`config.mk`:
```
export PLATFORM = sky130hd
export DESIGN_NAME = stream_demux8
export DESIGN_NICKNAME = d
export VERILOG_FILES = /design/src/rtl/demux_pkg.sv /design/src/rtl/lane_buf.sv /design/src/rtl/stream_demux8.sv
export SDC_FILE = /design/constraint.sdc
export NUM_CORES = 1
export LEC_CHECK = 0
export ABC_CLOCK_PERIOD_IN_PS = 21100
export CORE_UTILIZATION = 35
export CTS_CLUSTER_SIZE = 14
export DETAILED_ROUTE_END_ITERATION = 12
export SYNTH_ARGS = -nofsm -noshare
export SYNTH_HDL_FRONTEND = slang
export SYNTH_SLANG_ARGS = --single-unit
```
`constraint.sdc`:
```
create_clock -name clk -period 21.1 [get_ports clk]
set_input_delay 2.11 -clock clk [delete_from_list [all_inputs] [get_ports clk]]
set_output_delay 2.11 -clock clk [all_outputs]
set_load 0.01 [all_outputs]
```
`src/rtl/demux_pkg.sv`:
```
// Shared lane-count and lane-index definitions for the 1-to-8 stream distributor.
// Optional build macro used by the top: DEMUX8_RR_EN (round-robin lane selection).
package demux_pkg;

  localparam int LANES = 8;
  localparam int SEL_W = 3;

  typedef logic [SEL_W-1:0] lane_idx_t;

endpackage

```
`src/rtl/lane_buf.sv`:
```
// One-entry register slice: a load always wins over a same-cycle drain.
// Latency one cycle; full throughput when drained and reloaded on the same edge.
module lane_buf #(
  parameter int N = 32
) (
  input  logic         clk,
  input  logic         rst,
  input  logic         load,
  input  logic [N-1:0] load_data,
  input  logic         drain,
  output logic [N-1:0] data,
  output logic         valid
);

  logic [N-1:0] data_q, data_d;
  logic         valid_q, valid_d;

  always_comb begin
    data_d  = data_q;
    valid_d = valid_q;
    if (load) begin
      data_d  = load_data;
      valid_d = 1'b1;
    end else if (drain) begin
      valid_d = 1'b0;
    end
  end

  always_ff @(posedge clk or posedge rst) begin
    if (rst) begin
      data_q  <= '0;
      valid_q <= 1'b0;
    end else begin
      data_q  <= data_d;
      valid_q <= valid_d;
    end
  end

  assign data  = data_q;
  assign valid = valid_q;

endmodule

```
`src/rtl/stream_demux8.sv`:
```
// Registered 1-to-8 stream distributor with per-lane one-entry holding registers.
// DEMUX8_RR_EN: ignore in_sel and steer by a round-robin pointer exposed on rr_ptr.
module stream_demux8
  import demux_pkg::*;
#(
  parameter int N = 32
) (
  input  logic         clk,
  input  logic         rst,
  input  logic [N-1:0] in_data,
  input  logic [2:0]   in_sel,
  input  logic         in_valid,
  output logic         in_ready,
  output logic [N-1:0] out0,
  output logic [N-1:0] out1,
  output logic [N-1:0] out2,
  output logic [N-1:0] out3,
  output logic [N-1:0] out4,
  output logic [N-1:0] out5,
  output logic [N-1:0] out6,
  output logic [N-1:0] out7,
  output logic [7:0]   out_valid,
  input  logic [7:0]   out_ready
`ifdef DEMUX8_RR_EN
  ,
  output logic [2:0]   rr_ptr
`endif
);

  lane_idx_t        dest;
  logic             accept;
  logic [LANES-1:0] valid_w;
  logic [LANES-1:0] load_w;
  logic [LANES-1:0] drain_w;
  logic [N-1:0]     lane_data [LANES];

`ifdef DEMUX8_RR_EN
  lane_idx_t rr_ptr_q, rr_ptr_d;
  logic      unused_sel;

  assign unused_sel = ^in_sel;
  assign dest       = rr_ptr_q;
  assign rr_ptr_d   = accept ? rr_ptr_q + lane_idx_t'(1) : rr_ptr_q;

  always_ff @(posedge clk or posedge rst) begin
    if (rst) begin
      rr_ptr_q <= '0;
    end else begin
      rr_ptr_q <= rr_ptr_d;
    end
  end

  assign rr_ptr = rr_ptr_q;
`else
  assign dest = in_sel;
`endif

  // Ready never looks at in_valid, so the producer may wait on it without a loop.
  assign in_ready = ~rst & (~valid_w[dest] | out_ready[dest]);
  assign accept   = in_valid & in_ready;
  assign load_w   = accept ? ({{(LANES-1){1'b0}}, 1'b1} << dest) : '0;
  assign drain_w  = valid_w & out_ready;

  for (genvar k = 0; k < LANES; k++) begin : g_lane
    lane_buf #(.N(N)) u_lane (
      .clk       (clk),
      .rst       (rst),
      .load      (load_w[k]),
      .load_data (in_data),
      .drain     (drain_w[k]),
      .data      (lane_data[k]),
      .valid     (valid_w[k])
    );
  end

  assign out_valid = valid_w;
  assign out0 = lane_data[0];
  assign out1 = lane_data[1];
  assign out2 = lane_data[2];
  assign out3 = lane_data[3];
  assign out4 = lane_data[4];
  assign out5 = lane_data[5];
  assign out6 = lane_data[6];
  assign out7 = lane_data[7];

endmodule

```
==> flow_summary.json <==
{
  "holdBufCountCts": 0,
  "fillers": 2470,
  "synth_common_cells": "264 x dfrtp_1, 242 x mux2_2, 16 x buf_2, 14 x buf_4, 14 x mux2_1",
  "area.growth.synth_to_final_pct": 43.0,
  "rsz0062_at_grt": "false",
  "drive_gt1_frac": 0.331,
  "io_pins": 311,
  "synth_area_mm2": 0.0100,
  "antenna_left": 0,
  "maxSlewViolCount": 0,
  "clockBufferDepth": 3,
  "ys_seq_elements": 264,
  "worst_slew_pin_slew_ns": 0.930,
  "vias": 6153,
  "finalCritPeriodShare": 0.297,
  "die_w_um": 171,
  "core_mm2": 0.0280,
  "syn_inst": 592,
  "grt_pass1_vias": 6380,
  "end_kind": "output port",
  "critical_path_required_ns": 18.99,
  "min_period_ns": 6.26,
  "clock-root-buffer": "clkbuf_16",
  "critPathLaunchType": "input port",
  "crit_type": "input port to output port",
  "avgSynthCellArea_um2": 17.0,
  "met3_length_um": 2530,
  "wl_met1_um": 11400,
  "wl_per_cell_um": 20.6,
  "synth_top_area_share": 0.658,
  "drtIter0Drc": 217,
  "grt_usage": 0.184,
  "drc": 0,
  "htreeDepth": 1,
  "hold_viol": 0,
  "numCtsBuffers": 29,
  "wirelength_um": 26800,
  "fmax_mhz": 160,
  "first_pass_iters": 4,
  "antenna_found_initial": 1,
  "insertion_delay_ns": 0.53,
  "synth.most_common_cell": "dfrtp_1",
  "yosysUniqueCellTypes": 22,
  "synth-edff-count": 0,
  "cts_setup_buffers": 0,
  "setup_viol": 0,
  "clock_sinks": 264,
  "fin_nets": 954,
  "met2_length_um": 12200,
  "vias_per_cell": 4.73,
  "synth_flop_cell": "dfrtp_1",
  "synth_area_leaders": "dfrtp_1 66%, mux2_2 27%, mux2_1 1.6%",
  "synth_nets": 638,
  "total_power_uw": 1610,
  "die_y_um": 171,
  "grt-ovfl-total": 0,
  "async_flop_share": 1.00,
  "hpwl_um": 17500,
  "skew_ns": 0.00663,
  "max-vdd-ir-drop_v": 0.0000649,
  "cts_tree": "built",
  "worstPathArrival_ns": 4.15,
  "seq_area_frac_synth": 0.658,
  "initial_core_util": 0.359,
  "yosysTopAreaCell": "dfrtp_1",
  "setup_tns_ns": 0,
  "worst-path-max-fanout": 10,
  "clk_pin_slew_ns": 0.05,
  "rows": 61,
  "power.leakage_uw": 0.00614,
  "hold_path.class": "flip-flop to flip-flop",
  "synth_warnings": 0,
  "power.density_mw_per_mm2": 112,
  "diodes": 0,
  "slew-limit-headroom": 0.380,
  "highest_layer": "met5",
  "drv_cap": 0,
  "dieArea_mm2": 0.0294,
  "status": "completed",
  "place_congestion": 0.770,
  "grt_first_pass_wirelength_um": 40700,
  "grt_max_degree": 136,
  "port-buffer-count": 310,
  "cts_resized": 0
}
[metal layers]
| layer | vias to the layer above | GRT usage |
|---|---|---|
| met5 | - | 0 |
| met4 | 2 | 0.0516 |
| met3 | 40 | 0.0665 |
| met2 | 232 | 0.292 |
| met1 | 3146 | 0.237 |
| li1 | 2733 | - |
[layout by cell type (no fill, tap or decap), types with 3 or more instances in the layout]
cell,netlist,final
buf_4,14,11
clkbuf_1,0,5
clkbuf_16,0,29
clkbuf_8,0,6
clkdlybuf4s50_1,0,310
clkinvlp_4,0,3
dfrtp_1,264,264
mux2_1,14,14
mux2_2,242,242
nand2_1,6,6
nand2b_1,8,8
[worst max-delay path, cell delays in order]
cell and delay (ns):
clkdlybuf4s50_1 0.77, mux4_2 0.57, mux2i_1 0.16, nor2_1 0.06, clkdlybuf4s50_1 0.48
[stage by stage]
step / instances / worst slack (ns) / instance area, µm² / hold slack, ns / util
after global routing: 1302 / 14.75 / 14400 / 0.508 / 0.513
final: 1302 / 14.84 / 14400 / 0.483 / 0.513
after CTS: 1302 / 14.83 / 14400 / 0.490 / 0.513
after floorplan: 592 / 11.72 / 10000 / 0.475 / -
after global placement: 1255 / 14.85 / 13500 / 0.468 / 0.481
after detailed placement: 1255 / 14.83 / 13500 / 0.475 / 0.481
[power by group]
group / total, µW / leakage [µW] / switching [µW] / internal [µW]
clock: 477 / 0.000433 / 194 / 282
combinational: 454 / 0.00245 / 172 / 282
sequential: 678 / 0.00325 / 56.4 / 622
[worst paths after layout]
path / to / slack, ns / depth (start not counted) / start
worst min-delay path: g_lane[6].u_lane.data[13] / 0.48 / 1 / g_lane[6].u_lane.data[13]
worst max register to register: g_lane[1].u_lane.data[24] / 18.85 / 4 / g_lane[1].u_lane.valid
max in group asynchronous: g_lane[2].u_lane.data[17] / 17.30 / 3 / rst
min in group asynchronous: g_lane[4].u_lane.valid / 2.29 / 2 / rst
worst max-delay path: in_ready / 14.84 / 5 / in_sel[0]
worst min register to register: g_lane[6].u_lane.data[13] / 0.48 / 1 / g_lane[6].u_lane.data[13]
[final cells by class]
type                       instances  area (µm²)  share of cell area
sequential                       264        6610               0.460
timing repair buffer             321        3190               0.222
multi-input combinational        289        3180               0.221
clock buffer                      40         827              0.0576
tap                              378         473              0.0329
clock inverter                     7        71.3             0.00497
inverter                           3        18.8             0.00131
[registers in the layout, indices dropped and copies added (netlist names)]
signal               count
g_lane.u_lane.data     256
g_lane.u_lane.valid      8
[kinds of logic after synthesis]
| group | Yosys count | share of synthesized area |
|---|---|---|
| and+or+nand+nor | 29 | 0.0229 |
| buffers and inverters | 39 | 0.0263 |
| DFF | 264 | 0.658 |
| AOI/OAI and AO/OA | 1 | 0.000498 |
| muxes | 259 | 0.293 |
Note: power is estimated with default switching activity, not from simulation.
